[src/rtl/cp0_ctrl.sv]
// Coprocessor-0 exception/interrupt controller: SR/Cause/EPC/PRId, mfc0/mtc0/eret, IntReq generation.
// Optional BadVAddr register (reg 8) and BadAddr_M port are enabled by defining CP0_BADVADDR_EN.
module cp0_ctrl #(
  parameter logic [31:0] PRID_VAL   = 32'h20201215,
  parameter logic [31:0] HANDLER_PC = 32'h00004180
) (
  input  logic        clk,
  input  logic        reset,
  input  logic [4:0]  A1,
  input  logic [4:0]  A2,
  input  logic [31:0] DIn,
  input  logic        we,
  input  logic [31:0] PC_M,
  input  logic        BD_M,
  input  logic [4:0]  ExcCode_M,
  input  logic [5:0]  HWInt,
  input  logic        EXLClr,
`ifdef CP0_BADVADDR_EN
  input  logic [31:0] BadAddr_M,
`endif
  output logic        IntReq,
  output logic [31:0] EPC,
  output logic [31:0] DOut,
  output logic [31:0] handler_pc
);

  localparam logic [4:0] REG_BADVADDR = 5'd8;
  localparam logic [4:0] REG_SR       = 5'd12;
  localparam logic [4:0] REG_CAUSE    = 5'd13;
  localparam logic [4:0] REG_EPC      = 5'd14;
  localparam logic [4:0] REG_PRID     = 5'd15;

  logic [5:0]  im_reg;
  logic        exl_reg;
  logic        ie_reg;
  logic        bd_reg;
  logic [5:0]  ip_reg;
  logic [4:0]  exc_code_reg;
  logic [31:2] epc_reg;

  logic        int_req;
  logic        exc_req;
  logic        sr_wr;
  logic        epc_wr;
  logic [31:0] epc_target;

  // Any pending request is masked while already inside a handler (EXL=1).
  assign int_req = (|(HWInt & im_reg)) & ie_reg & ~exl_reg;
  assign exc_req = (ExcCode_M != 5'd0) & ~exl_reg;
  assign IntReq  = int_req | exc_req;

  // mtc0 is dropped in the cycle an exception is taken.
  assign sr_wr  = we & ~IntReq & (A2 == REG_SR);
  assign epc_wr = we & ~IntReq & (A2 == REG_EPC);

  assign epc_target = BD_M ? (PC_M - 32'd4) : PC_M;

  always_ff @(posedge clk or posedge reset) begin
    if (reset) begin
      exl_reg <= 1'b0;
    end else if (IntReq) begin
      exl_reg <= 1'b1;
    end else if (EXLClr) begin
      exl_reg <= 1'b0;
    end else if (sr_wr) begin
      exl_reg <= DIn[1];
    end
  end

  // IM/IE still take an mtc0 issued alongside eret; only EXL is overridden.
  always_ff @(posedge clk or posedge reset) begin
    if (reset) begin
      im_reg <= 6'd0;
      ie_reg <= 1'b0;
    end else if (sr_wr) begin
      im_reg <= DIn[15:10];
      ie_reg <= DIn[0];
    end
  end

  always_ff @(posedge clk or posedge reset) begin
    if (reset) begin
      bd_reg       <= 1'b0;
      exc_code_reg <= 5'd0;
    end else if (IntReq) begin
      bd_reg       <= BD_M;
      exc_code_reg <= int_req ? 5'd0 : ExcCode_M;
    end
  end

  always_ff @(posedge clk or posedge reset) begin
    if (reset) begin
      epc_reg <= 30'd0;
    end else if (IntReq) begin
      epc_reg <= epc_target[31:2];
    end else if (epc_wr) begin
      epc_reg <= DIn[31:2];
    end
  end

  always_ff @(posedge clk or posedge reset) begin
    if (reset) begin
      ip_reg <= 6'd0;
    end else begin
      ip_reg <= HWInt;
    end
  end

`ifdef CP0_BADVADDR_EN
  logic [31:0] badvaddr_reg;

  always_ff @(posedge clk or posedge reset) begin
    if (reset) begin
      badvaddr_reg <= 32'd0;
    end else if (exc_req && (ExcCode_M == 5'd4 || ExcCode_M == 5'd5)) begin
      badvaddr_reg <= BadAddr_M;
    end
  end
`endif

  // mfc0 read port sees committed state only; no bypass of a same-cycle mtc0.
  always_comb begin
    DOut = 32'd0;
    case (A1)
      REG_SR:    DOut = {16'b0, im_reg, 8'b0, exl_reg, ie_reg};
      REG_CAUSE: DOut = {bd_reg, 15'b0, ip_reg, 3'b0, exc_code_reg, 2'b0};
      REG_EPC:   DOut = {epc_reg, 2'b00};
      REG_PRID:  DOut = PRID_VAL;
`ifdef CP0_BADVADDR_EN
      REG_BADVADDR: DOut = badvaddr_reg;
`else
      REG_BADVADDR: DOut = 32'd0;
`endif
      default:   DOut = 32'd0;
    endcase
  end

  assign EPC        = {epc_reg, 2'b00};
  assign handler_pc = HANDLER_PC;

  logic unused_bits;
  assign unused_bits = ^{DIn[31:16], DIn[9:2], epc_target[1:0]};

endmodule

[config.mk]
export PLATFORM = sky130hd
export DESIGN_NAME = cp0_ctrl
export DESIGN_NICKNAME = d
export VERILOG_FILES = /design/src/rtl/cp0_ctrl.sv
export SDC_FILE = /design/constraint.sdc
export NUM_CORES = 1
export LEC_CHECK = 0
export ABC_AREA = 1
export CAP_MARGIN = 10
export CELL_PAD_IN_SITES_DETAIL_PLACEMENT = 0
export CELL_PAD_IN_SITES_GLOBAL_PLACEMENT = 1
export CORE_MARGIN = 10
export CORE_UTILIZATION = 30
export CTS_CLUSTER_SIZE = 28
export DETAILED_ROUTE_END_ITERATION = 7
export PLACE_DENSITY_LB_ADDON = 0.1
export SLEW_MARGIN = 15
export SYNTH_ARGS = -nofsm -noshare
export SYNTH_HDL_FRONTEND = slang
export SYNTH_SLANG_ARGS = --single-unit
[constraint.sdc]
create_clock -name clk -period 2.15 [get_ports clk]
set_input_delay 0.215 -clock clk [delete_from_list [all_inputs] [get_ports clk]]
set_output_delay 0.215 -clock clk [all_outputs]
set_load 0.01 [all_outputs]
==> results.txt, run 1 <==
----------------------------------------------------
[Status]
  Outcome ... completed

[Setup path]
  CP Launch Type ... input port
  Cell with the most instances on the worst path ... sky130_fd_sc_hd__clkdlybuf4s50_1
  Slowest cell on crit path ... sky130_fd_sc_hd__clkdlybuf4s50_1
  Class of the most critical setup path ... input port to primary output
  Arr. time, crit path ... 1860 ps
  Max FO, Critical Path ... 12
  Slowest Stage Delay on Critical Path ... 560 ps
  Worst path cell trace ... clkdlybuf4s50_1 -> inv_1 -> nor2_2 -> nand2_2 -> buf_4 -> nor2_1 -> clkdlybuf4s50_1
  Required time of the critical path ... 1930 ps
  Kind of end point of the critical path ... primary output

[STA]
  Count of final setup violators ... 0
  Time the final worst path needs with I/O delays and setup ... 2080 ps
  Tcrit/Tclk final ... 96.6%
  Max-slew violation count ... 0
  Endpoints failing hold ... 0
  Post-route worst setup slack ... 73.3 ps
  Top achievable clock speed ... 482 MHz
  Final Skew ... 2.99 ps
  Final Hold Slack ... 243 ps
  Setup TNS Final ... 0 ps

[Floorplanning]
  Core area ... 13100 µm²
  Row Count ... 42
  Floorplan die area ... 18400 µm²
  Die height ... 136 µm
  Ports ... 187
  Initial Utilization ... 30.5%
  Die X-Extent ... 136 µm

[Placed design]
  GPL Wtd Cong ... 0.848
  Port-buffer cells ... 150
  DPL Wire Length ... 12600 µm
  Number of cells after detailed placement ... 948
  Pre-CTS setup slack ... -62.0 ps

[Drt]
  Via count ... 4145
  Final ANT Viol Nets ... 0
  Average wire per cell in the routed design ... 16.0 µm
  Detailed Routing Iterations Pass 1 ... 4
  Total wire length ... 15300 µm
  Remaining routing DRC violations ... 0
  Number of vias per cell ... 4.34
  DRC marker count from the first detailed-route iteration ... 275

[Synthesis]
  Proportion of synthesized chip area in sequential cells ... 31.2%
  Primary FF master, synth ... sky130_fd_sc_hd__dfrtp_1
  Yosys synthesis warning count ... 0
  Yosys top cell area share ... 31.2%
  Most used standard cells in the synthesized netlist ... 190 x sky130_fd_sc_hd__nand2_1, 94 x sky130_fd_sc_hd__inv_1, 82 x sky130_fd_sc_hd__nor2_1
  Most used standard cell by instance count after synthesis ... sky130_fd_sc_hd__nand2_1
  Netlist area before placement ... 4010 µm²
  Syn Area/Cell ... 6.45 µm²
  Number of distinct library cell variants in the gate-level netlist after synthesis ... 39
  FF+latch count, synth ... 50
  EDFF count, synth ... 0
  FFs w/ async S/R, synth ... 100%
  Number of instances in the synthesized netlist ... 621
  Cell taking the most area after synthesis ... sky130_fd_sc_hd__dfrtp_1
  Leading cell types by total area after synthesis ... sky130_fd_sc_hd__dfrtp_1 31%, sky130_fd_sc_hd__nand2_1 18%, sky130_fd_sc_hd__inv_1 8.8%, sky130_fd_sc_hd__nor2_1 7.7%, sky130_fd_sc_hd__buf_4 6.7%

[Clock tree]
  Clock tree from TritonCTS ... built
  Maximum level of the CTS H-tree ... 2
  Clk sinks ... 50
  Quantity of hold-fixing buffers added after cts ... 0
  Master cell of the clock root buffer ... sky130_fd_sc_hd__clkbuf_16
  # resized after CTS ... 7
  Total CTS buffers ... 5
  Clock latency on the worst-skew pair ... 290 ps
  Post-CTS setup repair buffer count ... 0
  Clock slew at reported path FFs ... 70 ps
  Deepest clock path buffer count ... 2

[Finish]
  Final Instance Count excl. Fillers ... 956
  Nets@finish ... 870
  Fill cell total of the finished layout ... 1414
  Ratio of cells with drive above 1 in the final layout ... 9.10%
  Area grow syn2layout ... 46.0%
  Flip-flop count of the largest register, all copies and words added ... 30
  Core occupancy in the finished layout ... 44.5%
  Inserted Diodes ... 0

[Global routing]
  Vias in the first global route ... 4184
  Global-route wire length before repair ... 23600 µm
  Aggregate global routing overflow ... 0
  Antenna violations before repair ... 0
  Global Route Usage Sum ... 16.2%
  Maximum number of pins on one net before global-route repair ... 34

[Pwr]
  Worst voltage drop across the vdd grid ... 0.398 mV
  Total power per unit cell area ... 964 nW/µm²
  Leakage component of the power ... 3.04 nW

[Flow run]
  Number of max-cap violations ... 0

[Worst hold path]
  Type of the worst min-delay path ... input port to asynchronous set/reset pin

----------------------------------------------------
==> cell families after synthesis <==
family	synth area share, %
simple gates	37.4
buf+inv	19.0
compound gates	9.84
flops	31.2
xor+xnor	1.97
other cells	0.188
fa+ha+maj	0.312
==> power breakdown <==
group	leakage, nW	total [mW]	switching [mW]	internal, mW
Clock	0.0971	1.06	0.359	0.699
Combinational	2.36	2.90	1.64	1.27
Sequential	0.578	1.68	0.304	1.38
Total	3.04	5.64	2.30	3.34
==> per-layer routing <==
layer / share of wire, % / track usage, % / vias up
met2: 48 / 27.6 / 126
met3: 5.4 / 3.04 / 8
met5: 0 / 0 / -
met4: 1.1 / 3.59 / 0
li1: - / - / 2140
met1: 45 / 20.7 / 1871
==> critical path: cells and delay by family <==
kind / cells / cell delay (ps)
AND/OR/NAND/NOR: 3 / 330
buffers and inverters: 4 / 1310
==> cell type report <==
cell class                      instances  area (µm²)  area share [%]
Clock buffer                            6         139            2.37
Clock inverter                          2        60.1            1.03
Inverter                              101         383            6.55
Multi-Input combinational cell        454        2120            36.3
Sequential cell                        50        1250            21.4
Tap cell                              176         220            3.76
Timing Repair Buffer                  167        1670            28.6
==> path summary, 6_finish.rpt <==
| path | from | endpoint | slack [ps] | cells past startpoint |
|---|---|---|---|---|
| setup / recovery | A1[1] | DOut[16] | 70 | 7 |
| hold / removal | reset | exc_code_reg[0]$_DFFE_PP0P_ | 240 | 2 |
| setup reg to reg | im_reg[4]$_DFFE_PP0P_ | im_reg[2]$_DFFE_PP0P_ | 420 | 10 |
| hold reg to reg | exc_code_reg[2]$_DFFE_PP0P_ | exc_code_reg[2]$_DFFE_PP0P_ | 500 | 2 |
| max in group asynchronous | reset | ie_reg$_DFFE_PP0P_ | 1370 | 3 |
| min in group clk | HWInt[0] | ip_reg[0]$_DFF_PP0_ | 400 | 1 |
==> placed cells by master, fill, tap and decap left out, types with 11 or more instances in the layout <==
master,n
sky130_fd_sc_hd__o21ai_0,32
sky130_fd_sc_hd__nand2_1,188
sky130_fd_sc_hd__inv_1,92
sky130_fd_sc_hd__nor2_2,15
sky130_fd_sc_hd__nor2_1,80
sky130_fd_sc_hd__o21ai_1,17
sky130_fd_sc_hd__dfrtp_1,50
sky130_fd_sc_hd__clkdlybuf4s50_1,133
sky130_fd_sc_hd__dlymetal6s2s_1,11
sky130_fd_sc_hd__conb_1,34
sky130_fd_sc_hd__nand3_1,32
sky130_fd_sc_hd__buf_4,15
==> through the flow <==
step                area [µm²]  total power [mW]
floorplan                 4130              3.38
global placement          5620              4.60
detailed placement        5620              4.63
CTS                       5810              5.71
global route              5850              6.10
finish                    5850              5.64
No activity file was read; power rests on OpenSTA's default activity.
==> inputs of run 2 (changes only) <==
--- a/config.mk
+++ b/config.mk
@@ -9,11 +9,11 @@
 export CAP_MARGIN = 10
 export CELL_PAD_IN_SITES_DETAIL_PLACEMENT = 0
 export CELL_PAD_IN_SITES_GLOBAL_PLACEMENT = 1
-export CORE_MARGIN = 10
 export CORE_UTILIZATION = 30
 export CTS_CLUSTER_SIZE = 28
 export DETAILED_ROUTE_END_ITERATION = 7
 export PLACE_DENSITY_LB_ADDON = 0.1
+export RECOVER_POWER = 50
 export SLEW_MARGIN = 15
 export SYNTH_ARGS = -nofsm -noshare
 export SYNTH_HDL_FRONTEND = slang
==> results.txt, run 2 (synthesized netlist as in run 1, its figures left out) <==
----------------------------------------------------
[Status]
  Outcome ... completed

[Global routing]
  Antenna violations before repair ... 0
  Vias in the first global route ... 3980
  Maximum number of pins on one net before global-route repair ... 33
  Global-route wire length before repair ... 21200 µm
  Aggregate global routing overflow ... 0
  Global Route Usage Sum ... 19.4%

[STA]
  Slew @ Worst Pin ... 837 ps
  Tcrit/Tclk final ... 97.0%
  Setup repair after global routing missed its margin ... yes
  Max-slew violation count ... 0
  Slew headroom ... 44.2%
  Top achievable clock speed ... 479 MHz
  Endpoints failing hold ... 0
  Final Skew ... 5.31 ps
  Setup TNS Final ... 0 ps
  Time the final worst path needs with I/O delays and setup ... 2090 ps
  Count of final setup violators ... 0

[Clock tree]
  Maximum level of the CTS H-tree ... 2
  Quantity of hold-fixing buffers added after cts ... 0
  Clock tree from TritonCTS ... built
  Total CTS buffers ... 5
  Clk sinks ... 50
  Clock slew at reported path FFs ... 70 ps
  Deepest clock path buffer count ... 2
  Master cell of the clock root buffer ... sky130_fd_sc_hd__clkbuf_16
  Clock latency on the worst-skew pair ... 290 ps

[Setup path]
  Max FO, Critical Path ... 9
  CP Launch Type ... input port
  Path depth of the worst reg2reg path ... 10
  Arr. time, crit path ... 1870 ps
  Required time of the critical path ... 1930 ps
  Kind of end point of the critical path ... primary output
  Class of the most critical setup path ... input port to primary output

[Finish]
  Flip-flop count of the largest register, all copies and words added ... 30
  Inserted Diodes ... 0
  Commonest non-fill, non-tap cells in the layout ... 188 x sky130_fd_sc_hd__nand2_1, 116 x sky130_fd_sc_hd__clkdlybuf4s50_1, 93 x sky130_fd_sc_hd__inv_1, 80 x sky130_fd_sc_hd__nor2_1, 50 x sky130_fd_sc_hd__dfrtp_1
  Ratio of cells with drive above 1 in the final layout ... 9.21%
  Most frequent standard cell in the layout excluding fill and tap cells ... sky130_fd_sc_hd__nand2_1
  Nets@finish ... 872
  Fill cell total of the finished layout ... 1365
  Area grow syn2layout ... 45.7%

[Floorplanning]
  Ports ... 187
  Core area ... 12800 µm²
  Die height ... 118 µm
  Row Count ... 41
  Initial Utilization ... 31.2%
  Die X-Extent ... 118 µm
  Floorplan die area ... 13800 µm²

[Drt]
  Total wire length ... 13400 µm
  Final ANT Viol Nets ... 0
  Detailed Routing Iterations Pass 1 ... 5
  DRC marker count from the first detailed-route iteration ... 213
  Remaining routing DRC violations ... 0
  Average wire per cell in the routed design ... 14.0 µm
  Via count ... 4151
  Number of vias per cell ... 4.35

[Pwr]
  Total power of the final layout ... 5.45 mW
  Total power per unit cell area ... 933 nW/µm²
  Leakage component of the power ... 2.95 nW
  Worst voltage drop across the vdd grid ... 0.410 mV

[Placed design]
  GPL Wtd Cong ... 0.862
  Port-buffer cells ... 150
  DPL Wire Length ... 10900 µm

[Flow run]
  Number of max-cap violations ... 0

[Worst hold path]
  Worst Hold Depth ... 1
  Type of the worst min-delay path ... input port to flip-flop

----------------------------------------------------
## run 2: path summary, 6_finish.rpt
kind / end / start / slack [ps]
worst max register to register: im_reg[4]$_DFFE_PP0P_ / im_reg[4]$_DFFE_PP0P_ / 430
min in group asynchronous: epc_reg[6]$_DFFE_PP0P_ / reset / 490
worst min register to register: epc_reg[26]$_DFFE_PP0P_ / epc_reg[26]$_DFFE_PP0P_ / 510
worst min-delay path: ip_reg[2]$_DFF_PP0_ / HWInt[2] / 420
max in group asynchronous: epc_reg[18]$_DFFE_PP0P_ / reset / 370
worst max-delay path: IntReq / HWInt[4] / 60
## run 2: per-stage QoR
step / std cells / hold slack (ps) / utilization (%) / worst slack, ps / cell area [µm²]
after floorplan: 653 / 246 / - / 734 / 4130
after global placement: 945 / 478 / 43.8 / -139 / 5620
after detailed placement: 945 / 492 / 43.8 / -193 / 5620
after CTS: 954 / 262 / 45.4 / -16.4 / 5820
after global routing: 954 / 415 / 45.5 / -16.6 / 5840
final: 954 / 420 / 45.5 / 64.0 / 5840
## run 2: final cells by class
| type | instances | area (µm²) | share of cell area [%] |
|---|---|---|---|
| multi-input cells | 454 | 2130 | 36.4 |
| inverters | 101 | 385 | 6.60 |
| repair buffers | 169 | 1660 | 28.5 |
| clock buffers | 5 | 125 | 2.14 |
| clock inverters | 3 | 68.8 | 1.18 |
| flip-flops and latches | 50 | 1250 | 21.4 |
| well taps | 172 | 215 | 3.69 |
## run 2: what timing repair did
item | 4_1_cts | 5_1_grt
gates resized for setup | 7 | 11
endpoints found under the setup margin | 27 | 27
buffers inserted | 1 | 0
hold endpoints to repair | 0 | 0
## run 2: where the power goes
group | internal (mW) | switching (mW) | total [mW]
combinational | 1.19 | 1.58 | 2.76
clock | 0.669 | 0.354 | 1.02
sequential | 1.38 | 0.283 | 1.66
## run 2: layer usage
layer	up-vias	routed length [µm]	global-route usage (%)
met5	-	0	0
met4	0	165	4.89
met3	11	480	2.71
met2	118	6290	31.9
met1	1878	6460	26.6
li1	2144	-	-
## run 2: critical path, cell delays in order
cell and delay (ps):
sky130_fd_sc_hd__dlygate4sd3_1 560, sky130_fd_sc_hd__nand2_1 80, sky130_fd_sc_hd__nand2_1 70, sky130_fd_sc_hd__nor2_1 40, sky130_fd_sc_hd__nand2_2 80, sky130_fd_sc_hd__nand3_4 130, sky130_fd_sc_hd__nand2_8 130, sky130_fd_sc_hd__clkdlybuf4s50_1 560
